### src/rtl/demux_pkg.sv
// Shared definitions for the 1:N stream demultiplexer family.
// Holds the channel-count ceiling and the select-to-mask helper.
package demux_pkg;

  localparam int DEMUX_MAX_OUT = 32;

  // Bits at or above n stay clear, so an out-of-range select yields an all-zero mask.
  function automatic logic [DEMUX_MAX_OUT-1:0] onehot_dec(input int sel, input int n);
    logic [DEMUX_MAX_OUT-1:0] mask;
    mask = '0;
    if (sel >= 0 && sel < n && sel < DEMUX_MAX_OUT) begin
      mask = DEMUX_MAX_OUT'(1) << sel;
    end
    return mask;
  endfunction

endpackage

### src/rtl/demux_sel_decode.sv
// Combinational select decoder: SEL_W index to N_OUT-bit one-hot mask,
// plus a flag telling whether the index names a real channel.
module demux_sel_decode
  import demux_pkg::*;
#(
  parameter int N_OUT = 8,
  parameter int SEL_W = $clog2(N_OUT)
) (
  input  logic [SEL_W-1:0] sel,
  output logic [N_OUT-1:0] onehot,
  output logic             in_range
);

  logic [DEMUX_MAX_OUT-1:0] full_mask;

  assign full_mask = onehot_dec(int'(sel), N_OUT);
  assign onehot    = full_mask[N_OUT-1:0];
  assign in_range  = |full_mask;

endmodule

### src/rtl/demux_stream_1_n.sv
// Registered 1:N stream demultiplexer with per-channel back-pressure,
// broadcast delivery and a saturating counter of out-of-range drops.
module demux_stream_1_n
  import demux_pkg::*;
#(
  parameter int DATA_W = 8,
  parameter int N_OUT  = 8,
  parameter int SEL_W  = $clog2(N_OUT),
  parameter int CNT_W  = 8
) (
  input  logic              clk,
  input  logic              rst,
  input  logic              s_valid,
  output logic              s_ready,
  input  logic [DATA_W-1:0] s_data,
  input  logic [SEL_W-1:0]  s_sel,
  input  logic              s_bcast,
  output logic [N_OUT-1:0]  m_valid,
  input  logic [N_OUT-1:0]  m_ready,
  output logic [DATA_W-1:0] m_data,
  output logic              busy,
  output logic [CNT_W-1:0]  drop_cnt
);

  logic [N_OUT-1:0]  pend_reg;
  logic [N_OUT-1:0]  pend_next;
  logic [N_OUT-1:0]  dec_mask;
  logic [N_OUT-1:0]  load_mask;
  logic [DATA_W-1:0] data_reg;
  logic [CNT_W-1:0]  drop_cnt_reg;
  logic              in_range;
  logic              accept;
  logic              drop;

  demux_sel_decode #(
    .N_OUT (N_OUT),
    .SEL_W (SEL_W)
  ) u_sel_decode (
    .sel      (s_sel),
    .onehot   (dec_mask),
    .in_range (in_range)
  );

  // Ready as soon as every still-pending channel is handshaking this cycle,
  // which keeps a fully ready downstream at one word per clock.
  assign s_ready   = ~rst & ((pend_reg & ~m_ready) == '0);
  assign accept    = s_valid & s_ready;
  assign drop      = accept & ~s_bcast & ~in_range;
  assign load_mask = s_bcast ? '1 : dec_mask;

  // A newly accepted word supersedes whatever completed in the same cycle.
  generate
    for (genvar gi = 0; gi < N_OUT; gi++) begin : g_pend
      assign pend_next[gi] = accept ? load_mask[gi] : (pend_reg[gi] & ~m_ready[gi]);
    end
  endgenerate

  always_ff @(posedge clk) begin
    if (rst) begin
      pend_reg     <= '0;
      data_reg     <= '0;
      drop_cnt_reg <= '0;
    end else begin
      pend_reg <= pend_next;
      if (accept && (s_bcast || in_range)) begin
        data_reg <= s_data;
      end
      if (drop && drop_cnt_reg != '1) begin
        drop_cnt_reg <= drop_cnt_reg + CNT_W'(1);
      end
    end
  end

  assign m_valid  = pend_reg;
  assign m_data   = data_reg;
  assign busy     = |pend_reg;
  assign drop_cnt = drop_cnt_reg;

endmodule
### config.mk
export PLATFORM = sky130hd
export DESIGN_NAME = demux_stream_1_n
export DESIGN_NICKNAME = d
export VERILOG_FILES = /design/src/rtl/demux_pkg.sv /design/src/rtl/demux_sel_decode.sv /design/src/rtl/demux_stream_1_n.sv
export SDC_FILE = /design/constraint.sdc
export NUM_CORES = 1
export LEC_CHECK = 0
export BUFFER_PORTS_ARGS = -buffer_cell sky130_fd_sc_hd__clkbuf_2
export CAP_MARGIN = 20
export CORE_UTILIZATION = 30
export CTS_CLUSTER_DIAMETER = 120
export DETAILED_ROUTE_END_ITERATION = 8
export PLACE_DENSITY = 0.68
export SKIP_LAST_GASP = 1
export SYNTH_ARGS = -nofsm -noshare
export SYNTH_HDL_FRONTEND = slang
export SYNTH_SLANG_ARGS = --single-unit
### constraint.sdc
create_clock -name clk -period 1.55 [get_ports clk]
set_input_delay 0.2325 -clock clk [delete_from_list [all_inputs] [get_ports clk]]
set_output_delay 0.2325 -clock clk [all_outputs]
set_load 0.03 [all_outputs]
==> results.sh <==
export IMPL_outcome="finished with violations"
export IMPL_violations="negative setup slack"
export IMPL_cp_common_cell="nor4_4"
export IMPL_cts_path_max_buffers=2
export IMPL_nNetsFinal=172
export IMPL_worstSetupPathType="reg -> out"
export IMPL_dr_total_vias=866
export IMPL_yosysUniqueCellTypes=19
export IMPL_fin_crit_sh_pct=115
export IMPL_clk_pin_slew_ps=130
export IMPL_synth_xor_area_share_pct=0
export IMPL_peakVddDrop_mv=0.368
export IMPL_top_layer="met4"
export IMPL_synth_enable_flop_cells=0
export IMPL_worst_slew_pin_slew_ps=309
export IMPL_cp_end_kind="output pin"
export IMPL_wire_per_inst_um=11.8
export IMPL_synth_top_cell_area_share_pct=49.7
export IMPL_wl_um=2270
export IMPL_synth_area_leaders="dfxtp_1, nor2b_1, mux2_2"
export IMPL_rsz0062_at_grt="yes"
export IMPL_synth_compound_area_share_pct=11.4
export IMPL_grt_max_degree=22
export IMPL_drc_errors=0
export IMPL_vias_per_cell=4.51
export IMPL_p_leak_nw=0.679
export IMPL_first_pass_iters=3
export IMPL_fmax_ghz=0.562
export IMPL_dieArea_um2=3460
export IMPL_gp_congestion=0.745
export IMPL_ant_nets=0
export IMPL_worstPathMaxFanout=2
export IMPL_synth_net_count=114
export IMPL_wl_met2_um=1120
export IMPL_finalSetupViolCount=1
export IMPL_row_count=20
export IMPL_wl_met3_um=130
export IMPL_final_common_cell="clkbuf_2"
export IMPL_final_cell_mix="clkbuf_2, dfxtp_1, nor2b_1, buf_4"
export IMPL_area_delta_synth_final_pct=49.3
export IMPL_gr_total_overflow=0
export IMPL_maxSlewViolCount=0
export IMPL_clock_root_buffer="clkbuf_4"
export IMPL_synth_mux_area_share_pct=10.1
export IMPL_ys_flop_type="dfxtp_1"
export IMPL_track_usage_pct=13.5
export IMPL_synth_top_family_by_area="simple AND/OR/NAND/NOR gates"
export IMPL_finalWorstSetupSlack_ps=-229
export IMPL_clk_latency_ps=300
export IMPL_synth_async_sr_flop_share_pct=0
export IMPL_avgSynthCellArea_um2=10.6
export IMPL_worst_ep_arrival_time_ps=1550
export IMPL_holdWs_ps=144
export IMPL_critPathLaunchType="flip-flop"
export IMPL_syn_inst=91
export IMPL_fin_cells=192
export IMPL_pre_cts_slack_ps=4.21
export IMPL_slew_headroom_pct=79.4
export IMPL_chipHeight_um=58.8
export IMPL_p_per_area_nw_per_um2=967
export IMPL_io_pin_count=49
export IMPL_final_setup_skew_ps=12.4
export IMPL_place_hpwl_um=1720
export IMPL_crit_chain="nor2b_4 -> nor4_4 -> nand2_1 -> nor4_4 -> clkbuf_8"
export IMPL_core_area_um2=3050
export IMPL_crit_required_ps=1320
export IMPL_synth_fa_ha_area_share_pct=0
export IMPL_synthSimpleGateAreaFrac_pct=25.0
export IMPL_final_hold_viol_count=0
export IMPL_cts_buffers=3
export IMPL_synth_warnings=0
export IMPL_h_tree_depth=1
export IMPL_hp_class="in -> reg"
export IMPL_maxCapViolations=0
export IMPL_io_buffers=48
export IMPL_synth_cell_area_um2=967
export IMPL_cts_tree="done"
export IMPL_die_w_um=58.8
export IMPL_grt_pass1_wl_um=3550
export IMPL_antenna_found_initial=0
export IMPL_diodes=0
export IMPL_drive_above_1_share_pct=56.1
export IMPL_met1_length_um=1000
export IMPL_initialDrtViolationCount=13
export IMPL_first_global_vias=842
export IMPL_slowest_delay_ps=360
export IMPL_start_util_pct=31.7
export IMPL_synth_seq_cells=24
export IMPL_yosysTopAreaCell="dfxtp_1"
export IMPL_synth_seq_area_share_pct=49.7
export IMPL_crit_slowest_cell="dfxtp_4"
export IMPL_dp_cells=186
export IMPL_cts_sinks=24
export IMPL_fin_crit_ps=1780
-- repair_timing --
item | CTS | global route
setup endpoints to repair | 8 | 14
pin swaps | 4 | 3
setup buffers | 0 | 2
resized for setup | 7 | 5
hold buffers | 0 | 0
gates cloned | 0 | 1
-- cell usage after synthesis (2+ instances only) --
| library cell | instances |
|---|---|
| o22ai_1 | 3 |
| a21oi_1 | 2 |
| nand2_1 | 3 |
| o2bb2ai_1 | 5 |
| nand2b_1 | 4 |
| a31oi_1 | 6 |
| mux2_2 | 6 |
| clkbuf_1 | 2 |
| nor4_1 | 3 |
| dfxtp_1 | 24 |
| inv_1 | 4 |
| mux2_4 | 2 |
| nor2b_1 | 21 |
-- final timing paths --
path                                                from                        to  slack, ps  depth (start not counted)
worst max register to register     m_valid[2]$_SDFF_PP0_    m_data[2]$_SDFFE_PP0P_         20                          5
worst max-delay path               m_valid[2]$_SDFF_PP0_                   s_ready       -230                          5
worst min-delay path                           s_data[1]    m_data[1]$_SDFFE_PP0P_        140                          2
worst min register to register  drop_cnt[6]$_SDFFE_PP0P_  drop_cnt[6]$_SDFFE_PP0P_        470                          1
-- worst max-delay path: cells and delay by family (launching register included) --
kind,cells,cell delay [ps]
simple gates,4,680
flops,1,360
buf+inv,1,200
-- area by class of cell --
cell class / instances / area [um2]
Inverter: 4 / 15.0
Sequential cell: 24 / 492
Tap cell: 44 / 55.1
Fill cell: 308 / 1610
Multi-Input combinational cell: 60 / 533
Clock buffer: 3 / 22.5
Timing Repair Buffer: 56 / 323
Clock inverter: 1 / 3.75
-- logic make-up (layout without fill, tap and decap cells) --
family,count (synthesis),after routing
multiplexers,8,8
AND/OR/NAND/NOR,35,36
AO/OA/AOI/OAI,16,16
flip-flops,24,24
buffers and inverters,8,64
-- through the flow --
stage	power, W	setup TNS (ps)	util [%]	area (um2)
2_1_floorplan	0.000955	-83.9	-	1020
3_5_place_dp	0.00108	0	43.9	1340
5_1_grt	0.00147	-479	47.3	1440
6_report	0.00140	-229	47.3	1440
4_1_cts	0.00140	-317	46.1	1410
3_3_place_gp	0.00107	0	43.9	1340
-- routing by layer --
| layer | vias up | global-route usage (%) |
|---|---|---|
| met4 | 0 | 6.80 |
| met1 | 397 | 15.1 |
| met5 | - | 0 |
| li1 | 433 | - |
| met2 | 34 | 24.7 |
| met3 | 2 | 1.98 |
-- report_power, final --
group	internal [W]	switching (W)	total (W)
logic	0.000200	0.000242	0.000442
clock network	0.0000938	0.000171	0.000265
registers	0.000661	0.0000290	0.000690
total	0.000954	0.000443	0.00140
Note: power is estimated with default switching activity, not from simulation.
